===== config.mk =====
export PLATFORM = sky130hd
export DESIGN_NAME = sync_fifo_rx
export DESIGN_NICKNAME = d
export VERILOG_FILES = /design/src/rtl/i2c_fifo_pkg.sv /design/src/rtl/fifo_ram_2p.sv /design/src/rtl/sync_fifo_rx.sv
export SDC_FILE = /design/constraint.sdc
export NUM_CORES = 1
export LEC_CHECK = 0
export BUFFER_PORTS_ARGS = -buffer_cell sky130_fd_sc_hd__clkbuf_2
export CAP_MARGIN = 20
export CORE_MARGIN = 3
export CORE_UTILIZATION = 25
export DETAILED_ROUTE_END_ITERATION = 16
export PLACE_DENSITY = 0.4
export SYNTH_ARGS = -nofsm -noshare
export SYNTH_HDL_FRONTEND = slang
export SYNTH_SLANG_ARGS = --single-unit
export TNS_END_PERCENT = 30

===== constraint.sdc =====
create_clock -name clk_i -period 6.97 [get_ports clk_i]
set_input_delay 0.3485 -clock clk_i [delete_from_list [all_inputs] [get_ports clk_i]]
set_output_delay 0.3485 -clock clk_i [all_outputs]
set_load 0.01 [all_outputs]

===== src/rtl/i2c_fifo_pkg.sv =====
// Shared constants for the I2C receive FIFO and the register-interface block.
package i2c_fifo_pkg;

  function automatic int fifo_depth(input int addrsize);
    return 32'sd1 << addrsize;
  endfunction

  function automatic int fifo_cnt_w(input int addrsize);
    return addrsize + 32'sd1;
  endfunction

  localparam int FIFO_DATASIZE = 8;
  localparam int FIFO_ADDRSIZE = 4;
  localparam int FIFO_DEPTH    = fifo_depth(FIFO_ADDRSIZE);
  localparam int FIFO_CNT_W    = fifo_cnt_w(FIFO_ADDRSIZE);

endpackage


===== src/rtl/fifo_ram_2p.sv =====
// DEPTH x DATASIZE storage: synchronous write port, combinational read port.
module fifo_ram_2p
  import i2c_fifo_pkg::*;
#(
  parameter int DATASIZE = FIFO_DATASIZE,
  parameter int ADDRSIZE = FIFO_ADDRSIZE
) (
  input  logic                clk_i,
  input  logic                we,
  input  logic [ADDRSIZE-1:0] waddr,
  input  logic [DATASIZE-1:0] wdata,
  input  logic [ADDRSIZE-1:0] raddr,
  output logic [DATASIZE-1:0] rdata
);

  localparam int DEPTH = fifo_depth(ADDRSIZE);

  logic [DATASIZE-1:0] mem_r [DEPTH];

  // Write port; contents are deliberately not reset.
  always_ff @(posedge clk_i) begin
    if (we) begin
      mem_r[waddr] <= wdata;
    end
  end

  assign rdata = mem_r[raddr];

endmodule


===== src/rtl/sync_fifo_rx.sv =====
// Show-ahead receive FIFO with flush, occupancy count and almost-full/empty flags.
// Define SYNC_FIFO_RX_ERR_EN to add sticky overflow_o/underflow_o outputs.
module sync_fifo_rx
  import i2c_fifo_pkg::*;
#(
  parameter int DATASIZE = FIFO_DATASIZE,
  parameter int ADDRSIZE = FIFO_ADDRSIZE,
  parameter int AF_LEVEL = fifo_depth(ADDRSIZE) - 2,
  parameter int AE_LEVEL = 1
) (
  input  logic                clk_i,
  input  logic                rst_ni,
  input  logic                flush_i,
  input  logic                wr_en_i,
  input  logic [DATASIZE-1:0] wdata_i,
  input  logic                rd_en_i,
  output logic [DATASIZE-1:0] rdata_o,
  output logic                full_o,
  output logic                empty_o,
  output logic                almost_full_o,
  output logic                almost_empty_o,
  output logic [ADDRSIZE:0]   count_o
`ifdef SYNC_FIFO_RX_ERR_EN
  ,
  output logic                overflow_o,
  output logic                underflow_o
`endif
);

  localparam int CNT_W = fifo_cnt_w(ADDRSIZE);
  localparam logic [CNT_W-1:0] PTR_ZERO = {CNT_W{1'b0}};
  localparam logic [CNT_W-1:0] PTR_ONE  = {{(CNT_W-1){1'b0}}, 1'b1};
  localparam logic [CNT_W-1:0] DEPTH_C  = CNT_W'(fifo_depth(ADDRSIZE));
  localparam logic [CNT_W-1:0] AF_C     = CNT_W'(AF_LEVEL);
  localparam logic [CNT_W-1:0] AE_C     = CNT_W'(AE_LEVEL);

  logic [CNT_W-1:0] wptr_r, rptr_r, cnt_r;
  logic [CNT_W-1:0] wptr_nxt_s, rptr_nxt_s, cnt_nxt_s;
  logic             full_r, empty_r, afull_r, aempty_r;
  logic             push_s, pop_s, we_s;

  // Accept decisions use the registered flags; flush overrides both requests.
  always_comb begin
    push_s     = wr_en_i && !full_r;
    pop_s      = rd_en_i && !empty_r;
    wptr_nxt_s = wptr_r;
    rptr_nxt_s = rptr_r;
    if (flush_i) begin
      wptr_nxt_s = PTR_ZERO;
      rptr_nxt_s = PTR_ZERO;
    end else begin
      if (push_s) begin
        wptr_nxt_s = wptr_r + PTR_ONE;
      end else begin
        wptr_nxt_s = wptr_r;
      end
      if (pop_s) begin
        rptr_nxt_s = rptr_r + PTR_ONE;
      end else begin
        rptr_nxt_s = rptr_r;
      end
    end
    // The wrap bit makes the modular difference span 0..DEPTH exactly.
    cnt_nxt_s = wptr_nxt_s - rptr_nxt_s;
    we_s      = push_s && !flush_i && rst_ni;
  end

  // Pointer, count and flag registers; flags track the next count.
  always_ff @(posedge clk_i) begin
    if (!rst_ni) begin
      wptr_r   <= PTR_ZERO;
      rptr_r   <= PTR_ZERO;
      cnt_r    <= PTR_ZERO;
      full_r   <= 1'b0;
      empty_r  <= 1'b1;
      afull_r  <= 1'b0;
      aempty_r <= 1'b1;
    end else begin
      wptr_r   <= wptr_nxt_s;
      rptr_r   <= rptr_nxt_s;
      cnt_r    <= cnt_nxt_s;
      full_r   <= (cnt_nxt_s == DEPTH_C);
      empty_r  <= (cnt_nxt_s == PTR_ZERO);
      afull_r  <= (cnt_nxt_s >= AF_C);
      aempty_r <= (cnt_nxt_s <= AE_C);
    end
  end

  fifo_ram_2p #(
    .DATASIZE(DATASIZE),
    .ADDRSIZE(ADDRSIZE)
  ) u_ram (
    .clk_i(clk_i),
    .we   (we_s),
    .waddr(wptr_r[ADDRSIZE-1:0]),
    .wdata(wdata_i),
    .raddr(rptr_r[ADDRSIZE-1:0]),
    .rdata(rdata_o)
  );

  assign full_o         = full_r;
  assign empty_o        = empty_r;
  assign almost_full_o  = afull_r;
  assign almost_empty_o = aempty_r;
  assign count_o        = cnt_r;

`ifdef SYNC_FIFO_RX_ERR_EN
  logic ovf_r, unf_r;

  // Sticky error flags for requests rejected by the full/empty guards.
  always_ff @(posedge clk_i) begin
    if (!rst_ni) begin
      ovf_r <= 1'b0;
      unf_r <= 1'b0;
    end else if (flush_i) begin
      ovf_r <= 1'b0;
      unf_r <= 1'b0;
    end else begin
      ovf_r <= ovf_r || (wr_en_i && full_r);
      unf_r <= unf_r || (rd_en_i && empty_r);
    end
  end

  assign overflow_o  = ovf_r;
  assign underflow_o = unf_r;
`endif

endmodule


==> results of run 1 <==
==> synth_stat cells (2+ instances only) <==
master,number
buf_4,3
nand2_1,6
o21ai_0,3
a21o_1,2
edfxtp_1,128
a211oi_2,2
mux4_2,26
buf_6,6
nor2b_1,11
nand2b_1,7
xor2_1,3
or2_2,3
o211ai_1,4
nor3_1,9
o21ai_1,4
o221ai_1,2
dfxtp_1,19
buf_2,3
nand4_1,5
buf_12,2
a21oi_1,12
inv_1,3
and2_1,2
a211oi_1,8
mux4_1,6
xnor2_1,4
o21a_1,3
nand3b_4,2
nor2_1,26
ha_1,9
or3_4,2
mux2i_1,10
o2111ai_1,2
==> sequential cells by signal, indices dropped and copies added, names as in the netlist <==
signal and cells:
full_o 1, almost_full_o 1, wptr_r 5, count_o 5, u_ram.mem_r 128, almost_empty_o 1, empty_o 1, rptr_r 5
==> power groups by stage <==
stage               clock network [mW]  logic (mW)  registers (mW)
finish                           0.977      0.0775           0.965
floorplan                            0      0.0477           0.984
CTS                               1.00      0.0792           0.965
detailed placement                   0      0.0789           0.983
global placement                     0      0.0781           0.983
global route                      1.04      0.0859           0.965
==> worst max-delay path by stage <==
| stage | startpoint | end | slack [ns] |
|---|---|---|---|
| final | rptr_r[0] | rdata_o[1] | 3.89 |
| after global placement | rd_en_i | full_o | 4.18 |
| after global routing | rptr_r[0] | rdata_o[2] | 3.67 |
| after detailed placement | rd_en_i | almost_empty_o | 4.11 |
| after floorplan | rptr_r[0] | empty_o | 4.47 |
| after CTS | rptr_r[0] | rdata_o[1] | 3.76 |
==> cell families (layout without fill, tap and decap cells) <==
| logic type | count (synthesis) | in the layout |
|---|---|---|
| adders and majority gates | 10 | 10 |
| AOI/OAI and AO/OA | 46 | 46 |
| muxes | 42 | 42 |
| xor gates and xnor gates | 7 | 7 |
| DFF | 147 | 147 |
| and+or+nand+nor | 80 | 80 |
| buffers and inverters | 21 | 70 |
==> area by class of cell <==
| cell class | instances | area [µm²] |
|---|---|---|
| fill | 2453 | 17100 |
| sequential | 147 | 4230 |
| multi-input combinational | 185 | 1820 |
| clock buffer | 18 | 429 |
| tap | 324 | 405 |
| clock inverter | 14 | 201 |
| timing repair buffer | 34 | 183 |
| inverter | 4 | 15.0 |
==> metal layers <==
metal	share of wire	GRT usage	vias up	wire [µm]
met5	0	0	-	0
met4	0.013	0.0311	0	170
met3	0.032	0.0312	16	432
met2	0.51	0.185	50	6910
met1	0.44	0.131	1701	5960
li1	-	-	1480	-
==> critical path: cells and delay by family, from the launching register on <==
kind / cells / cell delay [ns]
AOI/OAI and AO/OA: 2 / 0.41
buffers and inverters: 2 / 0.74
DFF: 1 / 0.36
muxes: 1 / 0.63
and+or+nand+nor: 1 / 0.17
==> out/results.ini, run 1 <==
[run_status]
status = finished clean

[setup_path]
slowest_stage = mux4_1
worstPathArrival_ns = 2.73
path_cells = buf_4 > mux4_1 > and2b_1 > a211oi_1 > a21oi_1 > clkbuf_2
crit_type = flip-flop to output pin
timing.rr.start = rptr_r[1]
cp-end-kind = output pin
cpPeakStageDelay_ns = 0.63
cp.required_ns = 6.62
reg2reg_to = almost_empty_o
start_kind = flip-flop
path_max_fanout = 32
rr_worst_depth = 9
r2r_slack_ns = 4.11

[final_layout]
stdcell_count = 726
layout_commonest_cell = edfxtp_1
syn_to_final_growth_pct = 17.2
final_core_util = 0.299
design_area_um2 = 7280
num_antenna_cells = 0
layout_common_cells = edfxtp_1 (128), clkbuf_2 (29), nor2_1 (26), mux4_2 (26), dfxtp_1 (18)
post_route_cells_drive_above_1_share = 0.261
layout.nets = 412

[yosys]
synth-seq-cells = 147
yosys.area.top_type = edfxtp_1
async_flop_share = 0
synth_edf_count = 128
yosysUniqueCellTypes = 49
synth_nets = 376
synth_area_um2 = 6210
yosys.area_share.simple = 0.0733
synth_seq_area_share = 0.680
ys_warn_count = 0
synthXorXnorAreaFrac = 0.00987
synth_area_leaders = edfxtp_1 (62%), mux4_2 (9.4%), dfxtp_1 (6.1%)
postSynthAreaPerCell_um2 = 17.6
synth_top_family_by_area = multiplexers
synthMuxAreaShare = 0.136
synth-compound-area-share = 0.0515
synth_top_area_frac = 0.618
synth-adder-area-share = 0.0213
ys.flop_type = edfxtp_1
syn_inst = 353

[drt]
detail-route-antenna-nets = 0
wl_per_cell_um = 18.6
wirelength_mm = 13.5
drc = 0
dr.pass1.iters = 4
drtIter0Drc = 166
vias = 3247
vias_per_cell = 4.47

[power_and_ir_drop]
power.density_nw_per_um2 = 277
p_leak_nw = 2.31
swShare = 0.208
p_clk_frac = 0.484
internal-power_mw = 1.60
p_switching_mw = 0.420
combPwrFrac = 0.038
peakVddDrop_mv = 0.136
seq_power_share = 0.478
total_power_mw = 2.02

[clocking]
cts-root-buf = clkbuf_16
cts_tree = yes
cts.sinks = 147
clockBufferDepth = 2
htree_levels = 4
numCtsBuffers = 17
clk_latency_ns = 0.42
post_cts.repair.setup_buffers = 0
hold_buffers = 0
cts_resized = 0
clkTransAtPathRegs_ns = 0.06

[placed_design]
dpl-instance-area_um2 = 6650
post-dp-hpwl_mm = 8.64
gp_congestion = 0.763
numPortBuffers = 29
pre_cts_ws_ns = 4.11
place_inst = 694

[floorplan]
ios = 30
num_rows = 57
die_w_um = 164
die_h_um = 164
die_area_um2 = 26800
design.core.area_um2 = 24400
start_util = 0.255

[global_route]
grt_pass1_wl_mm = 20.8
grt_use_total = 0.107
gr-total-overflow = 0
antenna_found_initial = 0
grt_pass1_vias = 3486
grt_max_degree = 35

[hold_path]
hold_start = rst_ni
hp-class = primary input to flip-flop
worstHoldEndpoint = empty_o
holdPathStages = 2

[timing]
period_share = 0.441
tns_ns = 0
skew_ns = 0.00813
maxSlewViolCount = 0
rsz0062_at_grt = no
fin_worst_hold_slack_ns = 0.209
min_period_ns = 3.08
hold_violations = 0
setup_ws_ns = 3.89
relSlewSlack = 0.327
setup_viol = 0
worst_pin_slew_ns = 1.01
timing.fmax_mhz = 325

[run]
max_cap_viol_count = 0

No activity file was read; power rests on OpenSTA's default activity.
==> inputs of run 2 (changes only) <==
--- a/config.mk
+++ b/config.mk
@@ -10,7 +10,7 @@
 export CORE_MARGIN = 3
 export CORE_UTILIZATION = 25
 export DETAILED_ROUTE_END_ITERATION = 16
-export PLACE_DENSITY = 0.4
+export PLACE_DENSITY = 0.42
 export SYNTH_ARGS = -nofsm -noshare
 export SYNTH_HDL_FRONTEND = slang
 export SYNTH_SLANG_ARGS = --single-unit
==> constraint.sdc (replaced) <==
create_clock -name clk_i -period 2.7 [get_ports clk_i]
set_input_delay 0.135 -clock clk_i [delete_from_list [all_inputs] [get_ports clk_i]]
set_output_delay 0.135 -clock clk_i [all_outputs]
set_load 0.01 [all_outputs]
==> run 2 against run 1 <==
Compared with the run above: combinational power increased to 2.8 times the previous value; critical endpoint is now full_o; global-route usage up 0.095 points; count of clock-buffer cells in the layout fell by 1; non-clock buffer count increased by 20; final cell count up 2.6%; register-to-register slack lost 4.0 ns; via count rose by 0.59%.
==> out/results.ini, run 2 (same netlist as run 1, synthesis figures left out) <==
[run_status]
status = finished clean

[setup_path]
crit_type = flip-flop to flip-flop
path_cells = inv_1 > ha_1 > a21oi_1 > nor2_1 > fa_1 > xnor2_2 > nor2b_2 > o2111a_2 > o211ai_1 > mux2i_1
timing.rr.start = wptr_r[1]
start_kind = flip-flop
cpPeakStageDelay_ns = 0.49
path_max_fanout = 5
crit_path_start = wptr_r[1]
worstPathArrival_ns = 2.89
slowest_stage = fa_1
cp.required_ns = 3.03
cp_top_family = adder cells
critPathBufInv = 1
cp-end-kind = flip-flop

[timing]
worst_pin_slew_ns = 0.411
timing.fmax_mhz = 391
min_period_ns = 2.56
setup_viol = 0
setup_ws_ns = 0.142
hold_violations = 0
rsz0062_at_grt = yes
relSlewSlack = 0.725
tns_ns = 0
maxSlewViolCount = 0
skew_ns = 0.00848
period_share = 0.947

[floorplan]
die_w_um = 164
die_h_um = 164
start_util = 0.255
die_area_um2 = 26800
design.core.area_um2 = 24400
ios = 30
num_rows = 57

[drt]
wl_per_cell_um = 18.4
drc = 0
vias = 3266
dr.pass1.iters = 4
drtIter0Drc = 179
wirelength_mm = 13.7
detail-route-antenna-nets = 0
vias_per_cell = 4.38

[run]
max_cap_viol_count = 0

[placed_design]
dpl-instance-area_um2 = 6780
place_inst = 713
numPortBuffers = 29
gp_congestion = 0.779
pre_cts_ws_ns = 0.0101
post-dp-hpwl_mm = 9.00

[clocking]
clkTransAtPathRegs_ns = 0.06
clockBufferDepth = 2
cts-root-buf = clkbuf_16
cts_tree = yes
clk_latency_ns = 0.41
htree_levels = 4
cts.sinks = 147
numCtsBuffers = 17

[final_layout]
post_route_cells_drive_above_1_share = 0.314
fill_cells = 2438
largest_register_ffs = 128
num_antenna_cells = 0
layout_common_cells = edfxtp_1 (128), clkbuf_2 (29), nor2_1 (26), mux4_2 (26), buf_4 (20)
layout.nets = 432
regMostFlops = u_ram.mem_r
final_core_util = 0.305
design_area_um2 = 7440
stdcell_count = 745
syn_to_final_growth_pct = 19.8
layout_commonest_cell = edfxtp_1

[hold_path]
hp-class = primary input to flip-flop
hold_start = flush_i

[power_and_ir_drop]
power.density_nw_per_um2 = 666
peakVddDrop_mv = 0.313
p_leak_nw = 2.39

[global_route]
gr-total-overflow = 0
grt_pass1_vias = 3492
antenna_found_initial = 0
grt_max_degree = 34
grt_pass1_wl_mm = 21.3
grt_use_total = 0.108

==> run 2: layout make-up <==
class                   instances  area [µm²]  area share
flip-flops and latches        147        4230       0.568
multi-input cells             185        1870       0.252
clock buffers                  17         425      0.0572
well taps                     324         405      0.0545
repair buffers                 54         359      0.0483
clock inverters                14         138      0.0185
inverters                       4        15.0     0.00202
==> run 2: worst paths after layout <==
path	to	slack (ns)	cells past startpoint
worst min register to register	rptr_r[3]	0.61	3
worst max-delay path	full_o	0.14	10
worst min-delay path	wptr_r[1]	0.03	2
worst max register to register	full_o	0.14	10
==> run 2: layer usage <==
| metal | wire length [µm] | global-route usage | part of all wire |
|---|---|---|---|
| met2 | 6640 | 0.176 | 0.48 |
| met3 | 537 | 0.0312 | 0.039 |
| met4 | 96 | 0.0265 | 0.0070 |
| met5 | 0 | 0 | 0 |
| met1 | 6430 | 0.143 | 0.47 |
==> run 2: per-stage QoR <==
step	hold slack, ns	total power, mW
floorplan	0.234	2.66
global placement	0.415	2.74
detailed placement	0.413	2.75
CTS	0.00151	5.01
global route	0.0258	5.15
finish	0.0283	4.95
==> run 2: power by group <==
group	internal (mW)	switching (mW)	total [mW]
sequential	2.48	0.00748	2.49
combinational	0.0902	0.126	0.217
clock	1.35	0.899	2.25
==> run 2: timing repair <==
item,in CTS,in global routing
hold endpoints to repair,2,0
hold buffers,1,0
endpoints found under the setup margin,10,7
resized for setup,6,14
pin swaps,0,1
buffers inserted,0,0
==> inputs of run 3 (changes only) <==
--- a/config.mk
+++ b/config.mk
@@ -13,5 +13,6 @@
 export PLACE_DENSITY = 0.42
 export SYNTH_ARGS = -nofsm -noshare
 export SYNTH_HDL_FRONTEND = slang
+export SYNTH_HIERARCHICAL = 1
 export SYNTH_SLANG_ARGS = --single-unit
 export TNS_END_PERCENT = 30
==> run 3 against run 2 <==
Compared with the run above: global-route usage down 0.42 points; worst hold slack better by 0.11 ns; highest routed layer unchanged; wire length down 6.2%; clock power up 8.9%; critical path type unchanged; power up 3.9%; core utilization up 0.98 points; count of clock-buffer cells in the layout unchanged; non-clock buffer count up 3.
==> out/results.ini, run 3 <==
[timing]
worst_pin_slew_ns = 0.606
timing.fmax_mhz = 393
rsz0062_at_grt = yes
relSlewSlack = 0.595
skew_ns = 0.00900
setup_viol = 0
setup_ws_ns = 0.155
period_share = 0.943
hold_violations = 0
min_period_ns = 2.54
maxSlewViolCount = 0

[final_layout]
num_antenna_cells = 0
syn_to_final_growth_pct = 21.6
stdcell_count = 714
layout.nets = 408
layout_commonest_cell = edfxtp_1
final_core_util = 0.315
regMostFlops = u_ram/mem_r
layout_common_cells = edfxtp_1 (128), clkbuf_2 (29), nor2_1 (27), buf_4 (26), mux4_2 (18)
largest_register_ffs = 128
post_route_cells_drive_above_1_share = 0.304

[hold_path]
hp-class = primary input to flip-flop
hold_start = wdata_i[7]
holdPathStages = 1
worstHoldEndpoint = u_ram/mem_r[9][7]

[global_route]
grt_max_degree = 33
gr-total-overflow = 0
grt_use_total = 0.104
grt_pass1_vias = 3236
grt_pass1_wl_mm = 19.6
antenna_found_initial = 0

[placed_design]
post-dp-hpwl_mm = 8.59
gp_congestion = 0.751
pre_cts_ws_ns = 0.158
numPortBuffers = 29
place_inst = 681

[power_and_ir_drop]
p_leak_nw = 2.40
peakVddDrop_mv = 0.339
power.density_nw_per_um2 = 709

[drt]
vias_per_cell = 4.32
vias = 3086
wl_per_cell_um = 18.0
drtIter0Drc = 180
drc = 0
detail-route-antenna-nets = 0
dr.pass1.iters = 4
wirelength_mm = 12.9

[clocking]
clkTransAtPathRegs_ns = 0.07
clk_latency_ns = 0.42
htree_levels = 4
clockBufferDepth = 2
numCtsBuffers = 17
cts-root-buf = clkbuf_16
cts.sinks = 147
cts_tree = yes
post_cts.repair.setup_buffers = 0

[yosys]
synth_area_um2 = 5970
synth_edf_count = 128
yosys-top-cells-count = edfxtp_1 (128), nor2_1 (27), dfxtp_1 (19)
yosys.area.top_type = edfxtp_1
async_flop_share = 0
ys.flop_type = edfxtp_1
synth_seq_area_share = 0.707
synth-seq-cells = 147
synth_area_leaders = edfxtp_1 (64%), mux4_2 (6.8%), dfxtp_1 (6.4%)
yosysMostFrequentCell = edfxtp_1
synth_nets = 344
ys_warn_count = 6
synth_top_area_frac = 0.643
yosysUniqueCellTypes = 47
postSynthAreaPerCell_um2 = 18.4
syn_inst = 324

[floorplan]
die_w_um = 161
ios = 30
num_rows = 55
start_util = 0.259
die_area_um2 = 25800
die_h_um = 161
design.core.area_um2 = 23100

[setup_path]
timing.rr.start = rptr_r[0]
path_max_fanout = 4
cp.required_ns = 3.02
worstPathArrival_ns = 2.86
reg2reg_to = almost_full_o
r2r_slack_ns = 0.16
rr_worst_depth = 11
crit_type = flip-flop to flip-flop
start_kind = flip-flop
cp-end-kind = flip-flop

[run]
max_cap_viol_count = 0

[run_status]
status = finished clean

[run 3: cell types whose count changed after synthesis, moves of 4 or more]
cell / previous run / this run
mux4_2: 26 / 18
nand3b_1: 0 / 6
o21ai_1: 4 / 0
a21oi_1: 12 / 2
nand2_1: 6 / 13
mux2i_1: 10 / 3
mux4_1: 6 / 14
a211oi_1: 8 / 0
nor2b_1: 11 / 3
a22oi_1: 0 / 16
[run 3: cells by family (layout without fill, tap and decap cells)]
family / count (synthesis) / after routing / synth area share
DFF: 147 / 147 / 0.707
and+or+nand+nor: 79 / 79 / 0.0683
buffers and inverters: 15 / 92 / 0.0176
AOI/OAI and AO/OA: 32 / 32 / 0.0408
xor gates and xnor gates: 9 / 9 / 0.0157
muxes: 35 / 35 / 0.134
adders and majority gates: 7 / 7 / 0.0159
[run 3: through the flow]
| stage | total power, mW | setup TNS, ns | cell area, µm² | hold WS [ns] |
|---|---|---|---|---|
| finish | 5.15 | 0 | 7260 | 0.135 |
| global route | 5.33 | -0.00815 | 7260 | 0.145 |
| CTS | 5.22 | 0 | 7250 | 0.125 |
| detailed placement | 2.74 | 0 | 6620 | 0.393 |
| global placement | 2.74 | 0 | 6620 | 0.373 |
| floorplan | 2.65 | 0 | 5970 | 0.211 |
[run 3: metal layers]
metal  share of wire  global-route usage  vias up  wire (µm)
met2            0.47               0.162       51       6040
met3           0.035              0.0312        7        448
met1            0.49               0.140     1584       6260
li1                -                   -     1444          -
met5               0                   0        -          0
met4          0.0087              0.0308        0        112
[run 3: critical path: stages, from the launching register on]
cell      delay (ns)
dfxtp_2         0.36
ha_1            0.17
nand3b_1        0.09
xor2_1          0.16
or2_2           0.30
ha_1            0.32
a21o_1          0.19
or3_1           0.30
mux2i_1         0.18
buf_4           0.15
nor4_1          0.04
o21a_1          0.17
[run 3: cell type report]
class / count / area [µm²]
Multi-Input combinational cell: 162 / 1650
Clock inverter: 15 / 195
Timing Repair Buffer: 57 / 364
Clock buffer: 17 / 425
Sequential cell: 147 / 4230
Fill cell: 2251 / 15800
Inverter: 3 / 11.3
Tap cell: 313 / 392
[run 3: how the worst max path moves through the flow]
stage,start,end,slack [ns],cells past startpoint
after global placement,rptr_r[1],almost_full_o,0.18,11
after detailed placement,rptr_r[1],empty_o,0.16,10
after floorplan,rptr_r[1],full_o,0.16,10
after global routing,rptr_r[0],full_o,-0.004,10
final,rptr_r[0],almost_full_o,0.16,11
after CTS,rptr_r[0],rdata_o[3],0.04,5
[run 3: power by group]
part	internal [mW]	leakage [nW]	switching (mW)
registers	2.48	1.31	0.00995
logic	0.0822	0.798	0.116
clock network	1.48	0.296	0.973
total	4.05	2.40	1.10
[run 3: repair_timing]
item	CTS	global route
hold buffers	1	0
endpoints found under the hold margin	3	0
endpoints found under the setup margin	3	5
gates resized for setup	1	5
